`src/rtl/gpio_seg_scan_if.sv`:
```
// GPIO-to-display signal bundle: scan enable and GPIO word in, display drive out.
interface gpio_seg_scan_if;
    logic        en;
    logic [31:0] gpio_in;
    logic [7:0]  an;
    logic [6:0]  seg;
    logic        dp;
    logic        frame_start;

    modport master (
        output en, gpio_in,
        input  an, seg, dp, frame_start
    );

    modport slave (
        input  en, gpio_in,
        output an, seg, dp, frame_start
    );
endinterface

```
`src/rtl/gpio_seg_scan.sv`:
```
// Eight-digit multiplexed common-anode seven-segment scanner for the GPIO word.
// The word is snapshotted once per frame; each digit slot opens with a blank gap.
module gpio_seg_scan #(
    parameter int unsigned DIV  = 50000,
    parameter int unsigned DEAD = 8,
    parameter int unsigned LZB  = 0
) (
    input  logic            clk,
    input  logic            rst,
    gpio_seg_scan_if.slave  bus
);
    localparam int unsigned   CW     = $clog2(DIV);
    localparam logic [CW-1:0] LAST   = CW'(DIV - 1);
    localparam logic [CW-1:0] DEAD_C = CW'(DEAD);

    logic [CW-1:0] cnt, cnt_nx;
    logic [2:0]    d, d_nx;
    logic [31:0]   snap, snap_nx;
    logic          load;
    logic          blank_lz;
    logic [7:0]    an_q, an_nx;
    logic [6:0]    seg_q, seg_nx;
    logic          fs_q;

    // Active-high gfedcba pattern for one hex nibble.
    function automatic logic [6:0] hex7(input logic [3:0] v);
        case (v)
            4'h0: hex7 = 7'h3F;
            4'h1: hex7 = 7'h06;
            4'h2: hex7 = 7'h5B;
            4'h3: hex7 = 7'h4F;
            4'h4: hex7 = 7'h66;
            4'h5: hex7 = 7'h6D;
            4'h6: hex7 = 7'h7D;
            4'h7: hex7 = 7'h07;
            4'h8: hex7 = 7'h7F;
            4'h9: hex7 = 7'h6F;
            4'hA: hex7 = 7'h77;
            4'hB: hex7 = 7'h7C;
            4'hC: hex7 = 7'h39;
            4'hD: hex7 = 7'h5E;
            4'hE: hex7 = 7'h79;
            default: hex7 = 7'h71;
        endcase
    endfunction

    // Next slot position, snapshot load, and decode of the post-edge state.
    always_comb begin
        cnt_nx   = cnt;
        d_nx     = d;
        snap_nx  = snap;
        load     = bus.en && (cnt == '0) && (d == '0);
        an_nx    = '1;
        seg_nx   = '1;
        blank_lz = 1'b0;
        if (bus.en) begin
            if (cnt == LAST) begin
                cnt_nx = '0;
                d_nx   = d + 3'd1;
            end else begin
                cnt_nx = cnt + 1'b1;
            end
            if (load) begin
                snap_nx = bus.gpio_in;
            end
            blank_lz = (LZB != 0) && (d_nx != 3'd0) && ((snap_nx >> {d_nx, 2'b00}) == '0);
            if ((cnt_nx >= DEAD_C) && !blank_lz) begin
                an_nx  = ~(8'b1 << d_nx);
                seg_nx = ~hex7(snap_nx[{d_nx, 2'b00} +: 4]);
            end
        end
    end

    // State and registered display outputs; rst takes priority over en.
    always_ff @(posedge clk) begin
        if (rst) begin
            cnt   <= '0;
            d     <= '0;
            snap  <= '0;
            an_q  <= '1;
            seg_q <= '1;
            fs_q  <= 1'b0;
        end else begin
            cnt   <= cnt_nx;
            d     <= d_nx;
            snap  <= snap_nx;
            an_q  <= an_nx;
            seg_q <= seg_nx;
            fs_q  <= load;
        end
    end

    assign bus.an          = an_q;
    assign bus.seg         = seg_q;
    assign bus.dp          = 1'b1;
    assign bus.frame_start = fs_q;
endmodule

```
`src/flat_wrapper.sv`:
```
// flat-port wrapper written by rule: the top's interface ports become plain ports
module gpio_seg_scan_flat 
#(
    parameter int unsigned DIV  = 50000,
    parameter int unsigned DEAD = 8,
    parameter int unsigned LZB  = 0
)
  (clk, rst, bus_en, bus_gpio_in, bus_an, bus_seg, bus_dp, bus_frame_start);
  gpio_seg_scan_if bus_i ();
  input  logic clk;
  input  logic rst;
  input wire logic [$bits(bus_i.en)-1:0] bus_en;
  input wire logic [$bits(bus_i.gpio_in)-1:0] bus_gpio_in;
  output wire logic [$bits(bus_i.an)-1:0] bus_an;
  output wire logic [$bits(bus_i.seg)-1:0] bus_seg;
  output wire logic [$bits(bus_i.dp)-1:0] bus_dp;
  output wire logic [$bits(bus_i.frame_start)-1:0] bus_frame_start;
  assign bus_i.en = bus_en;
  assign bus_i.gpio_in = bus_gpio_in;
  assign bus_an = bus_i.an;
  assign bus_seg = bus_i.seg;
  assign bus_dp = bus_i.dp;
  assign bus_frame_start = bus_i.frame_start;
  gpio_seg_scan #(.DIV(DIV), .DEAD(DEAD), .LZB(LZB)) u_core (.clk(clk), .rst(rst), .bus(bus_i));
endmodule
```
`config.mk`:
```
export PLATFORM = sky130hd
export DESIGN_NAME = gpio_seg_scan_flat
export DESIGN_NICKNAME = d
export VERILOG_FILES = /design/src/rtl/gpio_seg_scan_if.sv /design/src/rtl/gpio_seg_scan.sv /design/src/flat_wrapper.sv
export SDC_FILE = /design/constraint.sdc
export NUM_CORES = 1
export LEC_CHECK = 0
export CORE_UTILIZATION = 51
export CTS_BUF_LIST = sky130_fd_sc_hd__clkbuf_8
export DETAILED_ROUTE_END_ITERATION = 8
export GPL_ROUTABILITY_DRIVEN = 0
export PLACE_DENSITY_LB_ADDON = 0.1
export SYNTH_ARGS = -nofsm -noshare
export SYNTH_HDL_FRONTEND = slang
export SYNTH_SLANG_ARGS = --single-unit
```
`constraint.sdc`:
```
create_clock -name clk -period 3.19 [get_ports clk]
set_input_delay 0.957 -clock clk [delete_from_list [all_inputs] [get_ports clk]]
set_output_delay 0.957 -clock clk [all_outputs]
set_load 0.01 [all_outputs]
```
Yosys cells after proc, flatten, opt, wreduce, memory -nomap -nowiden

Memory sizes are Yosys's and may differ from the RTL's.
Index checks and enable logic that the tools add are counted.
Widths: inputs -> output; s select.

Register bits: 67
ROM bits: 112
Input bits: 35
Output and inout bits: 17
Memories: 1

Memory list:

| memory           | depth | width | read ports | clocked after Yosys merged registers in | wr ports | RTL line            | text |
|---|---|---|---|---|---|---|---|
| (name not given) | 16    | 7     | 1          | 0                                       | 0        | gpio_seg_scan.sv:27 | `case (v)` |

$add $sub $neg: 2
$lt $le $gt $ge: 1
Equality and inequality tests: 1
Shift operators: 2
Mux-type cells: 8
Bitwise logic cells: 4
Reductions and logical operators: 5

Operators by type and width:

| operator              | number |
|---|---|
| $mux 32               | 2 |
| $mux 16               | 2 |
| $shiftx 32x6->4       | 1 |
| $add 16x1->16 const B | 1 |
| $eq 16x16->1 const B  | 1 |
| $ge 16x4->1 const B   | 1 |
| $logic_not 16->1      | 1 |
| $mux 7                | 2 |
| $not 8->8             | 1 |
| $shl 1x3->8 const A   | 1 |
| $not 7->7             | 1 |
| $mux 3                | 2 |
| $add 3x1->3 const B   | 1 |
| $logic_not 3->1       | 1 |
| $reduce_or 3->1       | 1 |
| $logic_and 1x1->1     | 2 |
| $not 1->1             | 2 |

Logic depth before layout (Yosys ltp)

An unclocked memory read counts as a cell.

Depth after elaboration: 10
Mapped depth: 15
Gate-level depth less buffers: 14

Least setup slack after synthesis

No wires, ideal clock.

Path kind: input to register
Start point: in bus_en
End point: reg u_core.seg_q[3], in the netlist u_core.bus.seg[3]
Setup time: 131 ps
Arrival time: 3228 ps
Slack: -169 ps
Cell stages on the path: 11
Cell sequence: nor4b_4 -> nand3_2 -> nor2_4 -> buf_6 -> mux2i_1 -> nor2_1 -> o41a_2 -> ha_1 -> mux2_1 -> nand2_1 -> o211ai_1

Cells in the longest elaborated chain, start to end: 9
Elaborated cells on any way between the ends: 11
Those cells by class: 1 x shift; 4 x mux; 2 x bitwise; 3 x reduce/logical; 1 x memory

Ends and longest elaborated chain:

| what                           | RTL line            | text |
|---|---|---|
| from (decl)                    | flat_wrapper.sv:12  | `input wire logic [$bits(bus_i.en)-1:0] bus_en;` |
| $logic_and 1x1->1 (2 in a row) | gpio_seg_scan.sv:52 | `load = bus.en && (cnt == '0) && (d == '0);` |
| $mux 32                        | gpio_seg_scan.sv:63 | `if (load) begin` |
| $mux 32                        | gpio_seg_scan.sv:56 | `if (bus.en) begin` |
| $shiftx 32x6->4                | gpio_seg_scan.sv:69 | `seg_nx = ~hex7(snap_nx[{d_nx, 2'b00} +: 4]);` |
| $mem_v2 16x7                   | -                   |  |
| $mux 7                         | gpio_seg_scan.sv:67 | `if ((cnt_nx >= DEAD_C) && !blank_lz) begin` |
| $mux 7                         | gpio_seg_scan.sv:56 |  |
| $not 7->7                      | gpio_seg_scan.sv:69 |  |
| to (signal assigned)           | gpio_seg_scan.sv:88 | `seg_q <= seg_nx;` |
| to (decl)                      | gpio_seg_scan.sv:22 | `logic [6:0] seg_q, seg_nx;` |

Parallel ways exist; a longest one is shown, timed or not. The select of a mux whose other input is x is not followed.
A chain may end at the register's enable or synchronous reset.

Worst setup path after layout

Start point: in bus_en
End point: reg u_core.seg_q[6], in the netlist u_core.bus.seg[6]

Same word-level chain as after synthesis.

==> implementation parameters <==
Parameter                              Value

Outcome
  Run status    complete, but fails checks
  Violated checks    setup timing

Final layout
  Nets    575
  Fill cell total of the finished layout    490
  Highest-count cells in the layout ignoring fill and taps    68 x buf_4, 66 x dfxtp_1, 49 x clkdlybuf4s50_1
  Most common cell after layout, fill and taps aside    buf_4
  P&R area growth vs syn    42.7%
  Storage cell area    1340 um^2
  Proportion of layout cells with a drive suffix above 1    27.5%
  Final design utilization    75.9%
  Inserted Diodes    0
  Total area of multi-input combinational cells    2340 um^2

Synth
  Synthesis warning total    0
  Number of instances in the synthesized netlist    420
  Cell variety after synth    54
  Synthesized net count    465
  Mapped Area    3650 um^2
  Sequential fraction of the synthesis area    36.7%
  Top post-synthesis cells by area    dfxtp_1 37%, mux2i_1 5.8%, nor2_1 4.8%
  Yosys top cell area share    36.7%
  Leading area contributor after synthesis    dfxtp_1
  #FFs+latches synth    67
  Average cell area after synthesis    8.70 um^2

Timing
  Slew of the pin with the lowest slew margin    0.631 ns
  Setup repair after global routing missed its margin    yes
  Post-route clock skew    0.00851 ns
  Final period util    101%
  Slew HR    57.9%
  Final worst setup slack    -0.0402 ns
  Post-Route Setup TNS    -0.0402 ns
  Number of setup violations in the final report    1
  Total count of max-transition violations in the final report    0
  Final hold vios    0
  Maximum frequency from static timing analysis    0.310 GHz
  Post-layout minimum cycle time    3.23 ns

Floorplan
  Initial core utilization    53.2%
  Top Ports    52
  Die area    7510 um^2
  Core box area    6870 um^2
  Height of the chip    86.7 um
  Rows    30
  Die Wd    86.7 um

Global route
  Largest net degree at the start of global routing    53
  Antenna violations before repair    0
  Wire length of the first global-routing pass    16000 um
  Number of global-route vias before repair    3423
  Overflow left after global routing    0
  GRT Overall Usage    27.5%

Hold path
  Worst hold path class    reg2reg
  Worst hold path cell count    2

Setup path
  Startpoint type of the worst setup path    input pin
  CP Data Arrival Time    3.42 ns
  Peak fanout along the critical path    5
  Required arrival time at the worst endpoint    3.38 ns
  Crit path capture type    flop
  Crit Path Category    in2reg
  Cell count of the worst reg-to-reg path    14

Routing
  Routed length on met1    4430 um
  Detailed-routed wire length on met2    5090 um
  First-pass iteration count of the detailed router    5
  Number of nets still failing antenna checks after routing    0
  Drc violations    0
  Routed length on met3    506 um
  Via density per instance    5.75
  Uppermost metal layer occupied by signal nets    met4
  WL/cell    16.4 um
  Drt initial violations    137
  Total Routed Length    10300 um
  Vias after detailed routing    3626

Placed design
  Half-perimeter wire length after placement    6450 um
  Input/output buffers    50
  Worst slack after detailed placement    -0.698 ns

CTS
  Depth of the CTS H-tree    3
  Clock tree buffer depth    2
  Worst-skew pair later-pin latency    0.35 ns
  Clock tree root driver cell    clkbuf_8
  Clock tree from TritonCTS    built
  Worst-path clk slew    0.08 ns
  Clock buffer count from CTS    9
  Hold_buf cts    0
  Number of clock sinks    67

Power and ir drop
  Largest vdd supply drop    0.239 mV
  Cell area power density    404 nW/um^2
  Leakage power total    2.01 nW

Flow run
  Max-capacitance violation count    0
worst max-delay path: stages:
cell      delay, ns
buf_6          0.07
nor4b_4        0.24
nand3_2        0.15
nor2_4         0.19
buf_12         0.15
buf_12         0.11
mux2i_1        0.28
o22ai_1        0.14
o41a_4         0.50
ha_4           0.19
mux2_4         0.27
nand2_2        0.08
o211ai_1       0.10
logic make-up (layout without fill, tap and decap cells):
logic type	after synthesis	after routing	share of synthesized area, %
muxes	26	26	7.60
other	1	1	0.103
xor gates and xnor gates	10	10	2.91
and+or+nand+nor	168	168	26.2
AOI/OAI and AO/OA	100	100	17.0
buffers and inverters	38	153	5.99
adders and majority gates	10	10	3.42
DFF	67	67	36.7
final cells by class:
cell class                      instances  share of cell area, %
Clock buffer                           11                   2.90
Clock inverter                          5                   1.46
Inverter                               10                  0.720
Multi-Input combinational cell        315                   44.8
Sequential cell                        67                   25.7
Tap cell                               96                   2.30
Timing Repair Buffer                  127                   22.0
per-stage QoR:
stage                     instance area, um^2  hold WS, ns  power [mW]  instances
final                                    5220        0.503        2.11        631
after global routing                     5220        0.538        2.18        631
after CTS                                5020        0.502        2.06        629
after detailed placement                 4640        0.484        1.21        600
after global placement                   4640        0.475        1.20        600
after floorplan                          3710        0.456        1.06        420
per-layer routing:
| layer | global-route usage [%] | up-vias |
|---|---|---|
| met2 | 48.2 | 111 |
| met4 | 12.6 | 0 |
| met3 | 4.76 | 25 |
| li1 | - | 1748 |
| met5 | 0 | - |
| met1 | 32.7 | 1742 |
flip-flops by register name, summed over array words and instances, names as in the netlist:
signal and flops:
u_core.snap 32, u_core.cnt 16, u_core.bus.an 8, u_core.bus.seg 7
u_core.d 3, u_core.bus.frame_start 1
worst paths after layout:
kind | startpoint | to | slack (ns)
max | bus_en | u_core.bus.seg[6] | -0.04
min | u_core.snap[23] | u_core.snap[23] | 0.50
max reg2reg | u_core.cnt[0] | u_core.bus.seg[6] | -0.02
min reg2reg | u_core.snap[23] | u_core.snap[23] | 0.50
cell usage after synthesis, drive strengths merged:
cell type	count
dfxtp	67
a21oi	28
nand2b	1
inv	9
and3b	1
o211ai	15
nor2b	2
nand3b	7
nor3b	4
xor2	6
nand2	22
mux2	4
o31ai	1
nand4	8
o21a	2
and4	8
and3	9
or3	1
o41a	1
a211oi	5
xnor2	4
or4	2
conb	1
clkinv	1
a22oi	9
o22ai	7
nand3	28
ha	10
clkbuf	10
nor3	8
buf	18
nor2	52
or2	1
mux2i	22
and2	4
o221ai	3
o21ai	29
nor4b	2
nand4b	1
nor4	7
power by group:
group          switching, mW  internal [mW]
Combinational          0.177          0.234
Clock                  0.340          0.479
Sequential            0.0128          0.866
Total                  0.530           1.58
repair_timing:
item                       CTS  global route
setup endpoints to repair    7             7
buffers inserted            13             2
pin swaps                    4             8
resized for setup           15            37
cloned                       0             0
(Power assumes the default switching activity.)
